===== src/rtl/core_test_pkg.sv =====
// Shared types and default constants for the core test controller.
package core_test_pkg;

  localparam int unsigned DEF_XLEN       = 32;
  localparam int unsigned DEF_NUM_CHECKS = 8;
  localparam int unsigned DEF_CYC_W      = 16;
  localparam int unsigned DEF_RST_CYCLES = 2;
  localparam int unsigned REG_IDX_W      = 5;

  typedef enum logic [2:0] {
    ST_IDLE,
    ST_RESET,
    ST_RUN,
    ST_CHECK,
    ST_DONE
  } state_e;

endpackage


===== src/rtl/core_test_ctrl_cycle_counter.sv =====
// Clearable, enabled up-counter holding the number of RUN cycles executed.
module cycle_counter
  import core_test_pkg::*;
#(
  parameter int unsigned CYC_W = DEF_CYC_W
) (
  input  logic             i_clk,
  input  logic             i_rst,
  input  logic             i_clr,
  input  logic             i_en,
  output logic [CYC_W-1:0] o_count
);

  logic [CYC_W-1:0] r_count;

  always_ff @(posedge i_clk) begin
    if (i_rst || i_clr) begin
      r_count <= '0;
    end else if (i_en) begin
      r_count <= r_count + CYC_W'(1);
    end
  end

  assign o_count = r_count;

endmodule


===== src/rtl/core_test_ctrl.sv =====
// Test sequencer: resets a core, runs it to a halt PC or cycle limit, then
// walks the register-file debug port comparing expected values.
module core_test_ctrl
  import core_test_pkg::*;
#(
  parameter int unsigned XLEN       = DEF_XLEN,
  parameter int unsigned NUM_CHECKS = DEF_NUM_CHECKS,
  parameter int unsigned CYC_W      = DEF_CYC_W,
  parameter int unsigned RST_CYCLES = DEF_RST_CYCLES
) (
  input  logic                               clk,
  input  logic                               rst,
  input  logic                               start,
  input  logic [CYC_W-1:0]                   cycle_limit,
  input  logic                               halt_en,
  input  logic [XLEN-1:0]                    halt_pc,
  input  logic [NUM_CHECKS-1:0]              check_valid,
  input  logic [NUM_CHECKS*REG_IDX_W-1:0]    check_reg,
  input  logic [NUM_CHECKS*XLEN-1:0]         check_val,
  input  logic [XLEN-1:0]                    core_pc,
  input  logic [XLEN-1:0]                    rf_rdata,
  output logic                               core_rst,
  output logic                               core_en,
  output logic [REG_IDX_W-1:0]               rf_raddr,
  output logic                               busy,
  output logic                               done,
  output logic                               pass,
  output logic                               timeout,
  output logic [$clog2(NUM_CHECKS+1)-1:0]    fail_count,
  output logic [$clog2(NUM_CHECKS)-1:0]      first_fail_idx,
  output logic [CYC_W-1:0]                   cycles_run
);

  localparam int unsigned IDX_W = $clog2(NUM_CHECKS);
  localparam int unsigned FC_W  = $clog2(NUM_CHECKS + 1);
  localparam int unsigned RC_W  = (RST_CYCLES > 1) ? $clog2(RST_CYCLES) : 1;
  localparam logic [IDX_W-1:0] LAST_IDX = IDX_W'(NUM_CHECKS - 1);
  localparam logic [RC_W-1:0]  LAST_RST = RC_W'(RST_CYCLES - 1);

  state_e                 r_state, w_state_next;
  logic [RC_W-1:0]        r_rst_cnt, w_rst_cnt_next;
  logic [IDX_W-1:0]       r_chk_idx, w_chk_idx_next;
  logic [FC_W-1:0]        r_fail_count, w_fail_next;
  logic [IDX_W-1:0]       r_first_fail, w_first_fail_next;
  logic                   r_timeout, w_timeout_next;
  logic                   r_pass, w_pass_next;
  logic                   w_cnt_clr, w_cnt_en, w_mismatch;
  logic [CYC_W-1:0]       w_cycles, w_cycles_inc;

  logic [REG_IDX_W-1:0]   w_reg_arr [NUM_CHECKS];
  logic [XLEN-1:0]        w_val_arr [NUM_CHECKS];

  for (genvar g = 0; g < NUM_CHECKS; g++) begin : g_unpack
    assign w_reg_arr[g] = check_reg[g*REG_IDX_W +: REG_IDX_W];
    assign w_val_arr[g] = check_val[g*XLEN +: XLEN];
  end

  cycle_counter #(
    .CYC_W(CYC_W)
  ) u_cycle_counter (
    .i_clk  (clk),
    .i_rst  (rst),
    .i_clr  (w_cnt_clr),
    .i_en   (w_cnt_en),
    .o_count(w_cycles)
  );

  assign w_cycles_inc = w_cycles + CYC_W'(1);

  always_comb begin
    w_state_next      = r_state;
    w_rst_cnt_next    = r_rst_cnt;
    w_chk_idx_next    = r_chk_idx;
    w_fail_next       = r_fail_count;
    w_first_fail_next = r_first_fail;
    w_timeout_next    = r_timeout;
    w_pass_next       = r_pass;
    w_cnt_clr         = 1'b0;
    w_cnt_en          = 1'b0;
    w_mismatch        = 1'b0;
    core_rst          = 1'b0;
    core_en           = 1'b0;
    rf_raddr          = '0;
    busy              = 1'b0;
    done              = 1'b0;

    case (r_state)
      ST_IDLE: core_rst = 1'b1;
      ST_DONE: done     = 1'b1;
      ST_RESET: begin
        core_rst = 1'b1;
        busy     = 1'b1;
        if (r_rst_cnt == LAST_RST) begin
          w_state_next = (cycle_limit == '0) ? ST_CHECK : ST_RUN;
        end else begin
          w_rst_cnt_next = r_rst_cnt + RC_W'(1);
        end
      end
      ST_RUN: begin
        core_en  = 1'b1;
        busy     = 1'b1;
        w_cnt_en = 1'b1;
        // Halt match is tested first so a halt on the limit cycle is not a timeout.
        if (halt_en && (core_pc == halt_pc)) begin
          w_state_next   = ST_CHECK;
          w_timeout_next = 1'b0;
        end else if (w_cycles_inc == cycle_limit) begin
          w_state_next   = ST_CHECK;
          w_timeout_next = halt_en;
        end
      end
      ST_CHECK: begin
        busy       = 1'b1;
        rf_raddr   = w_reg_arr[r_chk_idx];
        w_mismatch = check_valid[r_chk_idx] && (rf_rdata != w_val_arr[r_chk_idx]);
        if (w_mismatch) begin
          w_fail_next = r_fail_count + FC_W'(1);
          if (r_fail_count == '0) begin
            w_first_fail_next = r_chk_idx;
          end
        end
        if (r_chk_idx == LAST_IDX) begin
          w_state_next = ST_DONE;
          w_pass_next  = (w_fail_next == '0) && !r_timeout;
        end else begin
          w_chk_idx_next = r_chk_idx + IDX_W'(1);
        end
      end
      default: w_state_next = ST_IDLE;
    endcase

    if (((r_state == ST_IDLE) || (r_state == ST_DONE)) && start) begin
      w_state_next      = ST_RESET;
      w_rst_cnt_next    = '0;
      w_chk_idx_next    = '0;
      w_fail_next       = '0;
      w_first_fail_next = '0;
      w_timeout_next    = 1'b0;
      w_pass_next       = 1'b0;
      w_cnt_clr         = 1'b1;
    end
  end

  always_ff @(posedge clk) begin
    if (rst) begin
      r_state      <= ST_IDLE;
      r_rst_cnt    <= '0;
      r_chk_idx    <= '0;
      r_fail_count <= '0;
      r_first_fail <= '0;
      r_timeout    <= 1'b0;
      r_pass       <= 1'b0;
    end else begin
      r_state      <= w_state_next;
      r_rst_cnt    <= w_rst_cnt_next;
      r_chk_idx    <= w_chk_idx_next;
      r_fail_count <= w_fail_next;
      r_first_fail <= w_first_fail_next;
      r_timeout    <= w_timeout_next;
      r_pass       <= w_pass_next;
    end
  end

  assign pass           = r_pass;
  assign timeout        = r_timeout;
  assign fail_count     = r_fail_count;
  assign first_fail_idx = r_first_fail;
  assign cycles_run     = w_cycles;

endmodule


===== config.mk =====
export PLATFORM = sky130hd
export DESIGN_NAME = core_test_ctrl
export DESIGN_NICKNAME = d
export VERILOG_FILES = /design/src/rtl/core_test_pkg.sv /design/src/rtl/core_test_ctrl_cycle_counter.sv /design/src/rtl/core_test_ctrl.sv
export SDC_FILE = /design/constraint.sdc
export NUM_CORES = 1
export LEC_CHECK = 0
export CORE_AREA = 10 10 170 172
export CTS_BUF_LIST = sky130_fd_sc_hd__clkbuf_2
export DETAILED_ROUTE_END_ITERATION = 8
export DIE_AREA = 0 0 180 182
export PLACE_DENSITY = 0.53
export RECOVER_POWER = 100
export REMOVE_ABC_BUFFERS = 1
export SKIP_CTS_REPAIR_TIMING = 1
export SYNTH_ARGS = -nofsm -noshare
export SYNTH_HDL_FRONTEND = slang
export SYNTH_SLANG_ARGS = --single-unit
export TNS_END_PERCENT = 5

===== constraint.sdc =====
create_clock -name clk -period 4.1 [get_ports clk]
set_clock_uncertainty 0.05 [all_clocks]
set_input_delay 1.025 -clock clk [delete_from_list [all_inputs] [get_ports clk]]
set_output_delay 1.025 -clock clk [all_outputs]
set_load 0.01 [all_outputs]

==> run metrics, run 1 <==
total leakage power=3.27 nW; vias in the first global route=6568; HP Start=first_fail_idx[2]; Crit path max-delay family=buffers and inverters; max_slew headroom=between 40% and 50%; Worst Path Max Fanout=1; CTS root buf=clkbuf_2; Max Slew Vio Count=0; min cycle time layout=between 4000 and 5000 ps; DR WL/cell=22.3 µm; reg2reg setup slack=450 ps; Final Hold Fails=0; unique cell type count in the Yosys netlist=50; hold path endpoint=first_fail_idx[2]; GRT Resource Usage Total=between 15 and 20%; initial antenna violation count=2; routability cong.=0.852; clock-pin slew on the worst setup and hold paths=150 ps; grt total ovfl=0; VDD IR-drop max=0.0710 mV; Final period util=99.4%; largest net degree at the start of global routing=45; vias=6124; DP HPWL=26700 µm; Top cell by count, worst path=clkdlybuf4s50_1; first-pass GRT wire length=42700 µm; violation count after the first detailed-route iteration=348; Worst-Skew Late Latency=360 ps; Placed Instances=1323; DIE HEIGHT=182 µm; io pins=454; number of synthesized register bits=32; Syn Inst Count=around 560; detail-routed via count per cell=about 4.6; area grow syn2layout=94.1%; Nets=1420; ys flop type=dfxtp_1; drt first pass iters=4; RSZ-0062 raised after global routing=false; worst hold stages=2; synth warn=0; CP bufs+invs=3; Non-Filler Instances=1333; FF-to-FF path depth=9; status=finished clean; clock tree buffer depth=2; Seq/Total Area, Yosys=about an eighth; CP Cell Sequence=clkdlybuf4s50_1 -> mux4_2 -> mux2i_2 -> buf_4 -> nor2_1 -> clkdlybuf4s50_1; Hold Crit Class=reg -> reg; post-route ant nets=0; Die Span X=180 µm; CTS tree=yes; most frequent cells in the layout=419 x clkdlybuf4s50_1, 68 x xnor2_1, 55 x mux2i_1; # port buffers=453; layout cells sized above 1=under 10%; final WL=29800 µm; Core ar.=between 20000 and 30000 µm²; Final setup violation count=0; Data required, critical path=3020 ps; commonest non-fill, non-tap cell in the layout=clkdlybuf4s50_1; reg-to-reg startpoint=r_chk_idx[0]; filler cell count=approximately 2600; # rows=59; # DRC=0; Inserted Clock Buffers=5; Post-synth EDFFs=0; Worst setup SP type=input pin; Mean Syn Cell Area=9.14 µm²; Crit. End Element=output port; slowest CP cell=clkdlybuf4s50_1; crit path kind=in -> out; setup tns final=0 ps; post-synthesis async set-or-reset flop share=0%; Power Density=114 nW/µm²; CTS H-Tree Depth=2; Num Clock Sinks=32; fmax=245 MHz; Initial Util=20.1%; reg2reg end=first_fail_idx[1]; die area=around 33000 µm²; Tightest Pin Transition=788 ps; max incr delay on CP=about 530 ps; WP data arrival=3000 ps; synthesized area=between 5000 and 6000 µm²; Max Cap Viol=0
[cells by family after synthesis]
kind of cell | synth area share (%)
flip-flops | 12.4
multiplexers | 37.3
AO/OA/AOI/OAI | 12.2
buffers and inverters | 5.56
adder cells (fa/ha/maj) | 1.21
AND/OR/NAND/NOR | 16.6
XOR/XNOR | 14.6
[synth_stat cells (9+ instances only)]
cell type	count	area share (%)
nand4_1	26	3.2
nor3_1	17	1.7
mux2_2	13	2.8
mux2i_1	56	11
nand2_1	19	1.4
xnor2_1	68	12
a21oi_1	19	1.8
nand3_1	15	1.5
mux4_2	44	19
dfxtp_1	32	12
clkbuf_1	21	1.5
a22o_1	16	2.7
o21ai_0	19	1.8
or3_1	17	2.1
mux2_1	20	4.4
nor4_1	12	1.5
o22ai_1	16	1.9
inv_1	9	0.66
xor2_1	18	3.1
nor2_1	39	2.8
[worst min-delay path, delay by kind of cell (launching register included)]
family | cells | cell delay (ps)
DFF | 1 | 340
AOI/OAI and AO/OA | 2 | 130
[worst max path at each step]
stage | startpoint | to | slack, ps | depth (start not counted)
CTS | check_reg[21] | rf_raddr[1] | -20 | 6
finish | check_reg[21] | rf_raddr[1] | 20 | 6
floorplan | r_chk_idx[0] | first_fail_idx[0] | -1910 | 8
detailed placement | check_reg[21] | rf_raddr[1] | -20 | 6
global placement | check_reg[21] | rf_raddr[1] | -50 | 6
global route | check_reg[21] | rf_raddr[1] | 2 | 6
[layer usage]
| layer | GRT usage (%) | vias to the layer above | wire length [µm] |
|---|---|---|---|
| met1 | 18.4 | 2819 | 11100 |
| met3 | 5.65 | 10 | 2430 |
| met5 | 0 | - | 13 |
| met4 | 1.16 | 2 | 80 |
| met2 | 32.4 | 248 | 16100 |
| li1 | - | 3045 | - |
[where the power goes]
group	switching (mW)	internal [mW]
clock network	0.109	0.0458
logic	0.177	0.486
registers	0.00884	0.316
total	0.295	0.847
[per-stage QoR]
stage / total power, mW / cell area (µm²) / util [%] / hold slack, ps / setup WS, ps
CTS: 1.16 / 10000 / 39.1 / 454 / -22.0
global route: 1.21 / 10000 / 39.0 / 485 / 2.37
detailed placement: 0.998 / 9970 / 38.9 / 434 / -15.8
global placement: 0.993 / 9970 / 38.9 / 429 / -54.1
finish: 1.14 / 10000 / 39.0 / 443 / 22.8
floorplan: 0.535 / 4900 / - / 408 / -1910
[sequential cells by signal, summed over array words and instances, names as in the netlist]
signal                   flops
r_rst_cnt                    1
timeout                      1
u_cycle_counter.o_count     16
r_chk_idx                    3
pass                         1
fail_count                   4
first_fail_idx               3
r_state                      3
[area by class of cell]
type	instances	area [µm²]	area share (%)
clock inverter	1	3.75	0.0375
clock buffer	7	35.0	0.350
antenna	2	5.00	0.0500
timing repair buffer	464	4640	46.4
sequential	32	647	6.47
inverter	10	37.5	0.375
tap	335	419	4.19
multi-input combinational	482	4220	42.1
No activity file was read; power rests on OpenSTA's default activity.
==> inputs of run 2 (changes only) <==
CTS_CLUSTER_SIZE = 12   (was default)
==> results of run 2 <==
The final DEF is identical to that of run 1; final timing and power are the same.
==> inputs of run 3 (changes only) <==
REMOVE_ABC_BUFFERS = default   (was 1)
==> run 3 against run 2 <==
Net effect:
- core utilization unchanged
- hold slack better by 11 ps
- die area unchanged
- combinational power is 2% higher
- count of clock-buffer cells in the layout shrank 2
- global-route usage rose by 0.68 points
- sequential power is essentially flat
- first-iteration DRC count shrank 2.9%
==> run metrics, run 3 (same netlist as run 1, synthesis figures left out) <==
Tightest Pin Transition=845 ps (+56.7 ps); vias in the first global route=6834 (+4.0%); routability cong.=0.860 (+0.99%); HP Start=first_fail_idx[0]; fmax=259 MHz (+5.4%); Pwr Total=1.14 mW (+0.22%); # rows=59 (unchanged); die area=32800 µm² (unchanged); filler cell count=2580 (-0.039%); clock tree buffer depth=2 (unchanged); Worst Path Max Fanout=1 (unchanged); DP HPWL=28400 µm (+6.3%); clock-pin slew on the worst setup and hold paths=190 ps (+40 ps); vias=6249 (+2.0%); grt total ovfl=0 (unchanged); Crit path max-delay family=buffers and inverters; violation count after the first detailed-route iteration=338 (-2.9%); CTS H-Tree Depth=2 (unchanged); largest net degree at the start of global routing=45 (unchanged); io pins=454 (unchanged); Core Util, Final=39.0% (unchanged); Final setup violation count=0 (unchanged); post-route ant nets=0 (unchanged); VDD IR-drop max=0.0549 mV (-23%); area grow syn2layout=94.1% (unchanged); Core ar.=25600 µm² (unchanged); Num Clock Sinks=32 (unchanged); reg2reg end=pass; Worst setup SP type=input pin; Power Density=114 nW/µm² (+0.22%); hold path endpoint=first_fail_idx[0]; setup tns final=0 ps (unchanged); # port buffers=453 (unchanged); max incr delay on CP=530 ps (about the same); CP bufs+invs=2 (-1); Hold Crit Class=reg -> reg; drt first pass iters=4 (unchanged); GRT Resource Usage Total=17.7% (+0.68 points); min cycle time layout=3870 ps (-210 ps); Data required, critical path=3020 ps (about the same); max FFs per register=16 (unchanged); max_slew headroom=43.7% (-3.8 points); DR WL/cell=23.5 µm (+5.0%); Inserted Clock Buffers=5 (unchanged); Nets=1423 (+0.21%); layout cells sized above 1=8.02% (-0.016 points); initial antenna violation count=6 (+4); Top cell by count, worst path=clkdlybuf4s50_1; post-synth net total=989; Initial Util=20.1% (unchanged); Worst-Skew Late Latency=350 ps (about the same); Crit. End Element=output port; CTS tree=yes; final WL=31300 µm (+5.2%); detail-routed via count per cell=4.68 (+1.9%); slowest CP cell=clkdlybuf4s50_1; reg-to-reg startpoint=r_chk_idx[0]; commonest non-fill, non-tap cell in the layout=clkdlybuf4s50_1; Final period util=94.3% (-5.1 points); crit path kind=in -> out; # DRC=0 (unchanged); CP Cell Sequence=clkdlybuf4s50_1 -> mux4_2 -> mux2i_1 -> nor2_1 -> clkdlybuf4s50_1; status=finished clean; RSZ-0062 raised after global routing=false; Max Cap Viol=0 (unchanged); most frequent cells in the layout=421 x clkdlybuf4s50_1, 68 x xnor2_1, 56 x mux2i_1; total leakage power=3.27 nW (-0.20%); reg2reg setup slack=400 ps (-50 ps); first-pass GRT wire length=43900 µm (+2.8%); Die Span X=180 µm (unchanged); CTS root buf=clkbuf_2; DIE HEIGHT=182 µm (unchanged); FF-to-FF path depth=10 (+1); Max Slew Vio Count=0 (unchanged); Final Hold Fails=0 (unchanged); worst hold stages=2 (unchanged); WP data arrival=2790 ps (-210 ps)
## run 3: stage by stage
stage | hold WS (ps) | setup WS (ps) | instance area (µm²) | instances
2_1_floorplan | 408 | 806 | 5150 | 564
3_3_place_gp | 429 | 179 | 9980 | 1326
3_5_place_dp | 431 | 195 | 9980 | 1326
4_1_cts | 454 | 190 | 10000 | 1333
5_1_grt | 485 | 98.4 | 10000 | 1335
6_report | 454 | 233 | 10000 | 1335
## run 3: layout make-up
cell class | instances | area, µm² | area share, %
diodes | 2 | 5.00 | 0.0500
clock buffers | 5 | 25.0 | 0.250
clock inverters | 2 | 7.51 | 0.0751
inverters | 10 | 37.5 | 0.375
multi-input cells | 482 | 4230 | 42.2
flip-flops and latches | 32 | 646 | 6.46
well taps | 335 | 419 | 4.19
repair buffers | 467 | 4640 | 46.4
## run 3: tightest hold or removal path: stages (launching register included)
cell     delay, ps
dfxtp_1        350
o21ai_1         70
a21oi_1         60
## run 3: where the power goes
group / leakage [nW] / switching (mW) / internal [mW]
combinational: 2.98 / 0.188 / 0.485
sequential: 0.259 / 0.00781 / 0.316
clock: 0.0239 / 0.112 / 0.0354
## run 3: metal layers
layer | vias up | GRT usage [%] | share of wire [%]
met2 | 243 | 34.6 | 55
li1 | 3043 | - | -
met1 | 2933 | 18.5 | 37
met5 | - | 0 | 0.089
met4 | 4 | 3.31 | 1.7
met3 | 26 | 4.43 | 6.3
## run 3: how the worst max path moves through the flow
stage	from	to	slack, ps	cells past startpoint
2_1_floorplan	r_chk_idx[0]	rf_raddr[1]	810	8
3_3_place_gp	check_reg[0]	rf_raddr[0]	180	5
3_5_place_dp	check_reg[0]	rf_raddr[0]	190	5
4_1_cts	check_reg[0]	rf_raddr[0]	190	5
5_1_grt	r_chk_idx[0]	first_fail_idx[2]	100	10
6_report	check_reg[0]	rf_raddr[0]	230	5
